**src/rtl/fix_pkg.sv**
```systemverilog
// Shared FSM encoding and Ethernet/IPv4/TCP header layout for the FIX frame extractor.
package fix_pkg;

  typedef enum logic [2:0] {
    ST_IDLE    = 3'd0,
    ST_ETH     = 3'd1,
    ST_IP      = 3'd2,
    ST_TCP     = 3'd3,
    ST_PAYLOAD = 3'd4,
    ST_DROP    = 3'd5
  } state_e;

  localparam int ETH_HDR_LEN  = 14;
  localparam int IPV4_MIN_IHL = 5;
  localparam int TCP_MIN_DO   = 5;

  // Ethernet offset is frame-absolute; IP/TCP offsets are relative to their header start.
  localparam int ETH_TYPE_OFS  = 12;
  localparam int IP_IHL_OFS    = 0;
  localparam int IP_TLEN_OFS   = 2;
  localparam int IP_PROTO_OFS  = 9;
  localparam int TCP_DPORT_OFS = 2;
  localparam int TCP_DO_OFS    = 12;

endpackage

```
**src/rtl/fix_frame_extract.sv**
```systemverilog
// Walks Ethernet/IPv4/TCP headers of raw frames and forwards only the TCP payload
// of matching frames with SOF/EOF framing; non-matching frames are dropped whole.
module fix_frame_extract
  import fix_pkg::*;
#(
  parameter logic [15:0] ETHERTYPE_IPV4 = 16'h0800,
  parameter logic [7:0]  IP_PROTO_TCP   = 8'h06,
  parameter logic [15:0] DST_PORT       = 16'd5002,
  parameter int          CNT_W          = 11
) (
  input  logic       clk,
  input  logic       rst,
  input  logic [7:0] in_data,
  input  logic       in_valid,
  input  logic       in_sof,
  output logic [7:0] out_data,
  output logic       out_valid,
  output logic       out_sof,
  output logic       out_eof,
  output logic       drop,
  output logic [2:0] state
);

  // state   | meaning
  // IDLE    | waiting for in_sof; other bytes (padding) ignored
  // ETH     | Ethernet header, EtherType check on byte 13
  // IP      | IPv4 header incl. options, IHL/TotalLen/Protocol
  // TCP     | TCP header incl. options, dst port/DataOffset
  // PAYLOAD | forwarding payload, down-counting remaining bytes
  // DROP    | discarding bytes until the next in_sof

  localparam logic [CNT_W-1:0] IDX_MAX = {CNT_W{1'b1}};

  state_e           state_q, state_d;
  logic [CNT_W-1:0] idx_q, idx_d;
  logic [5:0]       hdr_q, hdr_d;
  logic [7:0]       etype_hi_q, etype_hi_d;
  logic [3:0]       ihl_q, ihl_d;
  logic [15:0]      totlen_q, totlen_d;
  logic [7:0]       port_hi_q, port_hi_d;
  logic [3:0]       do_q, do_d;
  logic [15:0]      rem_q, rem_d;
  logic             first_q, first_d;
  logic [7:0]       out_data_q, out_data_d;
  logic             out_valid_q, out_valid_d;
  logic             out_sof_q, out_sof_d;
  logic             out_eof_q, out_eof_d;
  logic             drop_q, drop_d;
  logic             abort_pl;
  logic [16:0]      plen;

  // Bit 16 set means TotalLen is shorter than the two headers.
  assign plen = {1'b0, totlen_q} - {11'd0, ihl_q, 2'b00} - {11'd0, do_q, 2'b00};

  always_comb begin
    state_d     = state_q;
    idx_d       = idx_q;
    hdr_d       = hdr_q;
    etype_hi_d  = etype_hi_q;
    ihl_d       = ihl_q;
    totlen_d    = totlen_q;
    port_hi_d   = port_hi_q;
    do_d        = do_q;
    rem_d       = rem_q;
    first_d     = first_q;
    out_data_d  = out_data_q;
    out_valid_d = 1'b0;
    out_sof_d   = 1'b0;
    out_eof_d   = 1'b0;
    abort_pl    = 1'b0;
    if (in_valid) begin
      if (in_sof) begin
        abort_pl = (state_q == ST_PAYLOAD);
        state_d  = ST_ETH;
        idx_d    = CNT_W'(1);
        hdr_d    = '0;
      end else begin
        idx_d = idx_q + CNT_W'(1);
        hdr_d = hdr_q + 6'd1;
        case (state_q)
          ST_ETH: begin
            if (idx_q == CNT_W'(ETH_TYPE_OFS)) etype_hi_d = in_data;
            if (idx_q == CNT_W'(ETH_HDR_LEN - 1)) begin
              hdr_d   = '0;
              state_d = ({etype_hi_q, in_data} == ETHERTYPE_IPV4) ? ST_IP : ST_DROP;
            end
          end
          ST_IP: begin
            if (hdr_q == 6'(IP_IHL_OFS)) begin
              ihl_d = in_data[3:0];
              if (in_data[3:0] < 4'(IPV4_MIN_IHL)) state_d = ST_DROP;
            end
            if (hdr_q == 6'(IP_TLEN_OFS)) totlen_d[15:8] = in_data;
            if (hdr_q == 6'(IP_TLEN_OFS + 1)) totlen_d[7:0] = in_data;
            if (hdr_q == 6'(IP_PROTO_OFS) && in_data != IP_PROTO_TCP) state_d = ST_DROP;
            if (hdr_q > 6'(IP_PROTO_OFS) && hdr_q == {ihl_q, 2'b00} - 6'd1) begin
              hdr_d   = '0;
              state_d = ST_TCP;
            end
          end
          ST_TCP: begin
            if (hdr_q == 6'(TCP_DPORT_OFS)) port_hi_d = in_data;
            if (hdr_q == 6'(TCP_DPORT_OFS + 1) && DST_PORT != 16'd0 &&
                {port_hi_q, in_data} != DST_PORT) state_d = ST_DROP;
            if (hdr_q == 6'(TCP_DO_OFS)) begin
              do_d = in_data[7:4];
              if (in_data[7:4] < 4'(TCP_MIN_DO)) state_d = ST_DROP;
            end
            // Guard on > DO offset so a stale DataOffset from a previous frame cannot end early.
            if (hdr_q > 6'(TCP_DO_OFS) && hdr_q == {do_q, 2'b00} - 6'd1) begin
              hdr_d = '0;
              if (plen[16]) begin
                state_d = ST_DROP;
              end else if (plen[15:0] == 16'd0) begin
                state_d = ST_IDLE;
              end else begin
                state_d = ST_PAYLOAD;
                rem_d   = plen[15:0];
                first_d = 1'b1;
              end
            end
          end
          ST_PAYLOAD: begin
            out_valid_d = 1'b1;
            out_data_d  = in_data;
            out_sof_d   = first_q;
            first_d     = 1'b0;
            rem_d       = rem_q - 16'd1;
            if (rem_q == 16'd1) begin
              out_eof_d = 1'b1;
              state_d   = ST_IDLE;
            end
          end
          default: begin
            idx_d = idx_q;
            hdr_d = hdr_q;
          end
        endcase
        if (state_q inside {ST_ETH, ST_IP, ST_TCP, ST_PAYLOAD} && idx_q == IDX_MAX) begin
          state_d     = ST_DROP;
          out_valid_d = 1'b0;
          out_sof_d   = 1'b0;
          out_eof_d   = 1'b0;
          out_data_d  = out_data_q;
        end
      end
    end
    drop_d = abort_pl || (state_d == ST_DROP && state_q != ST_DROP);
  end

  always_ff @(posedge clk) begin
    if (!rst) begin
      state_q     <= ST_IDLE;
      idx_q       <= '0;
      hdr_q       <= '0;
      etype_hi_q  <= '0;
      ihl_q       <= '0;
      totlen_q    <= '0;
      port_hi_q   <= '0;
      do_q        <= '0;
      rem_q       <= '0;
      first_q     <= 1'b0;
      out_data_q  <= 8'h00;
      out_valid_q <= 1'b0;
      out_sof_q   <= 1'b0;
      out_eof_q   <= 1'b0;
      drop_q      <= 1'b0;
    end else begin
      state_q     <= state_d;
      idx_q       <= idx_d;
      hdr_q       <= hdr_d;
      etype_hi_q  <= etype_hi_d;
      ihl_q       <= ihl_d;
      totlen_q    <= totlen_d;
      port_hi_q   <= port_hi_d;
      do_q        <= do_d;
      rem_q       <= rem_d;
      first_q     <= first_d;
      out_data_q  <= out_data_d;
      out_valid_q <= out_valid_d;
      out_sof_q   <= out_sof_d;
      out_eof_q   <= out_eof_d;
      drop_q      <= drop_d;
    end
  end

  assign out_data  = out_data_q;
  assign out_valid = out_valid_q;
  assign out_sof   = out_sof_q;
  assign out_eof   = out_eof_q;
  assign drop      = drop_q;
  assign state     = state_q;

endmodule

```
**config.mk**
```make
export PLATFORM = sky130hd
export DESIGN_NAME = fix_frame_extract
export DESIGN_NICKNAME = d
export VERILOG_FILES = /design/src/rtl/fix_pkg.sv /design/src/rtl/fix_frame_extract.sv
export SDC_FILE = /design/constraint.sdc
export NUM_CORES = 1
export LEC_CHECK = 0
export ABC_CLOCK_PERIOD_IN_PS = 3900
export BUFFER_PORTS_ARGS = -buffer_cell sky130_fd_sc_hd__clkbuf_2
export CAP_MARGIN = 20
export CORE_MARGIN = 2
export CORE_UTILIZATION = 62
export DETAILED_ROUTE_END_ITERATION = 10
export PLACE_DENSITY = 0.87
export SYNTH_ARGS = -nofsm -noshare
export SYNTH_HDL_FRONTEND = slang
export SYNTH_SLANG_ARGS = --single-unit
```
**constraint.sdc**
```tcl
create_clock -name clk -period 3.9 [get_ports clk]
set_clock_uncertainty 0.2 [all_clocks]
set_input_delay 0.78 -clock clk [delete_from_list [all_inputs] [get_ports clk]]
set_output_delay 0.78 -clock clk [all_outputs]
set_load 0.1 [all_outputs]
```
# [Word level (Yosys, flattened, before mapping)]
# Index checks and enable logic that the tools add are counted.
[classes] add_sub_neg=7 magnitude_cmp=4 n_eq_ne=22 n_mux=36 bitwise=5 reduce_logical=26
[ops] operator="$mux W16" n=3
[ops] operator="$mux W3" n=16
[ops] operator="$pmux W16 S2" n=1
[ops] operator="$reduce_and A4 Y1" n=7
[ops] operator="$mux W6" n=4
[ops] operator="$pmux W6 S4" n=1
[ops] operator="$eq A11 B4 Y1 const B" n=2
[ops] operator="$mux W11" n=2
[ops] operator="$sub A16 B6 Y17" n=1
[ops] operator="$sub A17 B6 Y17" n=1
[ops] operator="$eq A16 B1 Y1 const B" n=1
[ops] operator="$eq A16 B12 Y1 const B" n=1
[ops] operator="$logic_not A16 Y1" n=1
[ops] operator="$ne A16 B13 Y1 const B" n=1
[ops] operator="$sub A16 B1 Y16 const B" n=1
[ops] operator="$eq A6 B2 Y1 const B" n=2
[ops] operator="$eq A6 B4 Y1 const B" n=2
[ops] operator="$eq A6 B6 Y1" n=2
[ops] operator="$gt A6 B4 Y1 const B" n=2
[ops] operator="$pmux W3 S4" n=1
[ops] operator="$sub A6 B1 Y6 const B" n=2
[ops] operator="$add A11 B1 Y11 const B" n=1
[ops] operator="$eq A11 B11 Y1 const B" n=1
[ops] operator="$lt A4 B3 Y1 const B" n=2
[ops] operator="20 further kinds" n=42
[word_totals] ff_bits=89 wordCells=116

# [Depth between registers and ports, before layout]
[depth] depth_word=13 ltp_mapped=13 mapped_depth_nobuf=11

# [Least setup slack after synthesis]
# OpenSTA, ideal clock, no wires.
[synth_path] kind="reg-to-reg" from="register ihl_q[3]" to="register rem_q[10]" setup_ps=117 arrival_ps=2950 setup_slack_ps=632 path_stages_with_launch=13 n_path_buf=2 synth_period_minus_slack_ps=3268 path_cell_list="dfxtp_1 > inv_1 > fa_1 > ha_1 > clkbuf_1 > a21oi_1 > a21boi_0 > nor4_2 > o2111ai_1 > o31ai_1 > nor2_1 > buf_2 > a32o_1"
[synth_via] elab_chain_cells=6 elab_cells_between_ends=10 classes_between="add/sub (2); eq/ne (2); mux (4); reduce/logical (2)"
[synth_lines] item="start: declaration" line="fix_frame_extract.sv:38" text="logic [3:0] ihl_q, ihl_d;"
[synth_lines] item="start signal: assignment" line="fix_frame_extract.sv:173" text="ihl_q <= ihl_d;"
[synth_lines] item="$sub A16 B6 Y17 (*)" line="fix_frame_extract.sv:53" text="assign plen = {1'b0, totlen_q} - {11'd0, ihl_q, 2'b00} - {11'd0, do_q, 2'b00};"
[synth_lines] item="$sub A17 B6 Y17 (*)" line="fix_frame_extract.sv:53"
[synth_lines] item="parallel branches: the longest is 4 deep, another holds $logic_not A16 Y1"
[synth_lines] item="end signal: assignment" line="fix_frame_extract.sv:177" text="rem_q <= rem_d;"
[synth_lines] item="end: declaration" line="fix_frame_extract.sv:42" text="logic [15:0] rem_q, rem_d;"
# Every way passes the cells marked *. The select of a mux whose other input is x is not followed.
# A chain may end at the register's enable or synchronous reset.

# [Worst setup path in the final report]
[layout_path] from="register ihl_q[2]" to="register drop_q (netlist: drop)"
[layout_via] elab_chain_cells=13 elab_cells_between_ends=17 classes_between="add/sub (3); eq/ne (2); mux (8); reduce/logical (4)"
[layout_lines] item="$sub A16 B6 Y17" line="fix_frame_extract.sv:53"
[layout_lines] item="$sub A17 B6 Y17" line="fix_frame_extract.sv:53"
[layout_lines] item="$logic_not A16 Y1" line="fix_frame_extract.sv:114" text="end else if (plen[15:0] == 16'd0) begin"
[layout_lines] item="$mux W3" line="fix_frame_extract.sv:114"
[layout_lines] item="$mux W3" line="fix_frame_extract.sv:112" text="if (plen[16]) begin"
[layout_lines] item="$mux W3" line="fix_frame_extract.sv:110" text="if (hdr_q > 6'(TCP_DO_OFS) && hdr_q == {do_q, 2'b00} - 6'd1) begin"
[layout_lines] item="$pmux W3 S4 (*)" line="fix_frame_extract.sv:80" text="case (state_q)"
[layout_lines] item="$mux W3 (*)" line="fix_frame_extract.sv:139" text="if (state_q inside {ST_ETH, ST_IP, ST_TCP, ST_PAYLOAD} && idx_q == IDX_MAX) begin"
[layout_lines] item="$mux W3 (*)" line="fix_frame_extract.sv:72" text="if (in_sof) begin"
[layout_lines] item="$mux W3 (*)" line="fix_frame_extract.sv:71" text="if (in_valid) begin"
[layout_lines] item="$eq A3 B3 Y1 (*)" line="fix_frame_extract.sv:148" text="drop_d = abort_pl || (state_d == ST_DROP && state_q != ST_DROP);"
[layout_lines] item="$logic_and A1 B1 Y1 (*)" line="fix_frame_extract.sv:148"
[layout_lines] item="$logic_or A1 B1 Y1 (*)" line="fix_frame_extract.sv:148"
[layout_lines] item="end signal: assignment" line="fix_frame_extract.sv:183" text="drop_q <= drop_d;"
[layout_lines] item="end: declaration" line="fix_frame_extract.sv:48" text="logic drop_q, drop_d;"
# Every way passes the cells marked *; elsewhere a longest branch is shown, timed or not.

==> impl_metrics.yaml <==
status:
  outcome: "finished, final reports clean"
critical_path:
  rr_worst_depth: 10
  reg2reg_slack_ns: 0.28
  endpoint: "drop$_SDFF_PN0_"
  cp.arrival_ns: 3.67
  critPathKind: "reg2reg"
  start_kind: "flip-flop"
  cp-startpoint: "ihl_q[2]$_SDFFE_PN0P_"
  reg2reg_to: "drop$_SDFF_PN0_"
  required_ns: 3.95
  critical_path.max_fanout: 7
  critPathCaptureType: "flip-flop"
  r2r-start: "ihl_q[2]$_SDFFE_PN0P_"
sta:
  min_period_over_period: 0.929
  slew_headroom: 0.379
  slew_violations: 0
  fin_crit_ns: 3.62
  grt_setup_unrepaired: "no"
  hold_viol: 0
  tightest_slew_ns: 0.923
  fin_setup_tns_ns: 0
  max_freq_ghz: 0.276
  setup_violations: 0
floorplanning:
  start_util: 0.635
  design.core.area_um2: 8130
  die_h_um: 95.3
  die_w_um: 95.3
  floorplan.rows: 33
  num_io_pins: 27
  die_area_um2: 9070
job:
  drv_cap: 0
global_routing:
  grt_start_max_net_pins: 60
  grt_pass1_vias: 4594
  antenna_found_initial: 0
  grt_usage: 0.311
  gr-total-overflow: 0
  grt_pass1_wl_um: 22000
cells_and_area:
  nFillCells: 637
  final_cell_mix: "89 x dfxtp_1, 71 x nor2_1, 67 x nand2_1"
  synthToLayoutAreaGrowth_pct: 7.61
  antenna_cells: 0
  finish.utilization: 0.683
  mostFrequentLayoutCell: "dfxtp_1"
  layout-drive-gt1-share: 0.104
  layout.nets: 675
clock_network:
  insertion_delay_ns: 0.37
  cts_inserted_buffers: 9
  cts-root-buf: "clkbuf_8"
  cts_tree: "done"
  cts.sinks: 89
  postCtsHoldBufs: 0
  cts_setup_buffers: 0
  cts_resized: 0
  clk_pin_slew_worst_paths_ns: 0.09
  cts_buffer_depth: 2
  cts_htree_levels: 3
routing:
  routed_wl_um: 13500
  route.antenna.remaining_nets: 0
  first_pass_iters: 7
  drc: 0
  via_per_inst: 6.56
  vias: 4916
  wire_per_inst_um: 18.0
  drt_iter0_drc: 405
synthesis:
  synthArstFlopShare: 0
  synth_area_per_cell_um2: 8.25
  ys_types: 69
  syn_inst: 626
  ys_seq_elements: 89
  yosys_warnings: 0
  synthTopCellsByArea: "dfxtp_1 35%, mux2i_1 5.6%, nor2_1 5.2%"
  synth_area_um2: 5160
  synth_area_leader_cell: "dfxtp_1"
  seq_area_frac_synth: 0.345
  synth_top_area_share: 0.345
  synthFlopType: "dfxtp_1"
  synth_edf_count: 0
  synth_nets: 661
hold_path:
  hold_class: "reg2reg"
placed_design:
  dp_hpwl_um: 9630
  io_buffer_count: 26
  gp_congestion: 0.964
power_and_ir_drop:
  power_density_nw_per_um2: 294
  p_leak_nw: 2.17
  ir_worst_vdd_uv: 266
flip-flops by register name, indices dropped and copies added, names as in the netlist:
signal,flops
out_eof,1
out_sof,1
ihl_q,4
first_q,1
etype_hi_q,8
rem_q,16
out_valid,1
idx_q,11
totlen_q,16
state,3
port_hi_q,8
hdr_q,6
drop,1
out_data,8
do_q,4
metrics by stage:
step | power (mW) | instances | area, um^2 | setup slack, ns | hold WS, ns
2_1_floorplan | 0.994 | 626 | 5160 | 0.632 | 0.227
6_report | 1.63 | 749 | 5560 | 0.276 | 0.253
5_1_grt | 1.68 | 749 | 5560 | 0.103 | 0.274
3_5_place_dp | 1.02 | 734 | 5360 | 0.175 | 0.240
3_3_place_gp | 1.02 | 734 | 5360 | 0.374 | 0.234
4_1_cts | 1.63 | 749 | 5550 | 0.137 | 0.253
logic make-up after synthesis:
group	after synthesis	synth area share
DFF	89	0.345
AOI/OAI and AO/OA	151	0.205
muxes	30	0.0584
adders and majority gates	23	0.0615
and+or+nand+nor	249	0.237
xor gates and xnor gates	27	0.0499
buffers and inverters	57	0.0434
where the power goes:
group          switching (mW)  leakage [nW]  internal [mW]
Combinational          0.0673          1.36         0.0233
Sequential            0.00552         0.717          0.910
Clock                   0.344        0.0947          0.283
Total                   0.417          2.17           1.22
worst max-delay path, stage by stage, from the launching register on:
cell       delay (ns)
dfxtp_1          0.38
fa_1             0.56
inv_1            0.05
ha_1             0.27
or3_1            0.42
o22ai_1          0.29
xnor2_1          0.22
o2111ai_1        0.22
or4_1            0.49
a31oi_1          0.31
o22ai_1          0.10
worst min path at each step:
| stage | slack, ns | from | endpoint | cells past startpoint |
|---|---|---|---|---|
| 3_3_place_gp | 0.23 | port_hi_q[5]$_SDFFE_PN0P_ | port_hi_q[5]$_SDFFE_PN0P_ | 2 |
| 2_1_floorplan | 0.23 | port_hi_q[2]$_SDFFE_PN0P_ | port_hi_q[2]$_SDFFE_PN0P_ | 2 |
| 6_report | 0.25 | port_hi_q[5]$_SDFFE_PN0P_ | port_hi_q[5]$_SDFFE_PN0P_ | 2 |
| 4_1_cts | 0.25 | port_hi_q[4]$_SDFFE_PN0P_ | port_hi_q[4]$_SDFFE_PN0P_ | 2 |
| 5_1_grt | 0.27 | port_hi_q[5]$_SDFFE_PN0P_ | port_hi_q[5]$_SDFFE_PN0P_ | 2 |
| 3_5_place_dp | 0.24 | port_hi_q[4]$_SDFFE_PN0P_ | port_hi_q[4]$_SDFFE_PN0P_ | 2 |
synth_stat cells, types with 3 or more instances:
cell type	number
dfxtp_1	89
nor2_1	72
nand2_1	67
a21oi_1	33
mux2i_1	29
clkbuf_1	28
nand3_1	28
inv_1	26
o21ai_0	26
ha_1	19
nor3_1	15
o211ai_1	15
xor2_1	15
a32o_1	10
nor4_1	10
xnor2_1	10
nand4_1	9
o31ai_1	9
or3_1	8
o21a_1	7
or4_1	6
a31oi_1	5
nand4b_1	5
o22ai_1	5
o32ai_1	5
and2_1	4
and3_1	4
fa_1	4
o2111ai_1	4
a21boi_0	3
a21o_1	3
nand2b_1	3
nor4_2	3
o2bb2ai_1	3
or2_2	3
cell type report:
class,instances,area (um^2),share of cell area
flip-flops and latches,89,1780,0.321
repair buffers,34,190,0.0342
inverters,26,97.6,0.0176
well taps,105,131,0.0236
clock buffers,12,165,0.0297
clock inverters,3,25.0,0.00450
multi-input cells,480,3170,0.570
routing by layer:
metal  GRT usage  wire length [um]
met1       0.389              5560
met2       0.504              6400
met3      0.0617               938
met4       0.167               607
met5           0                 0
(Power assumes the default switching activity.)
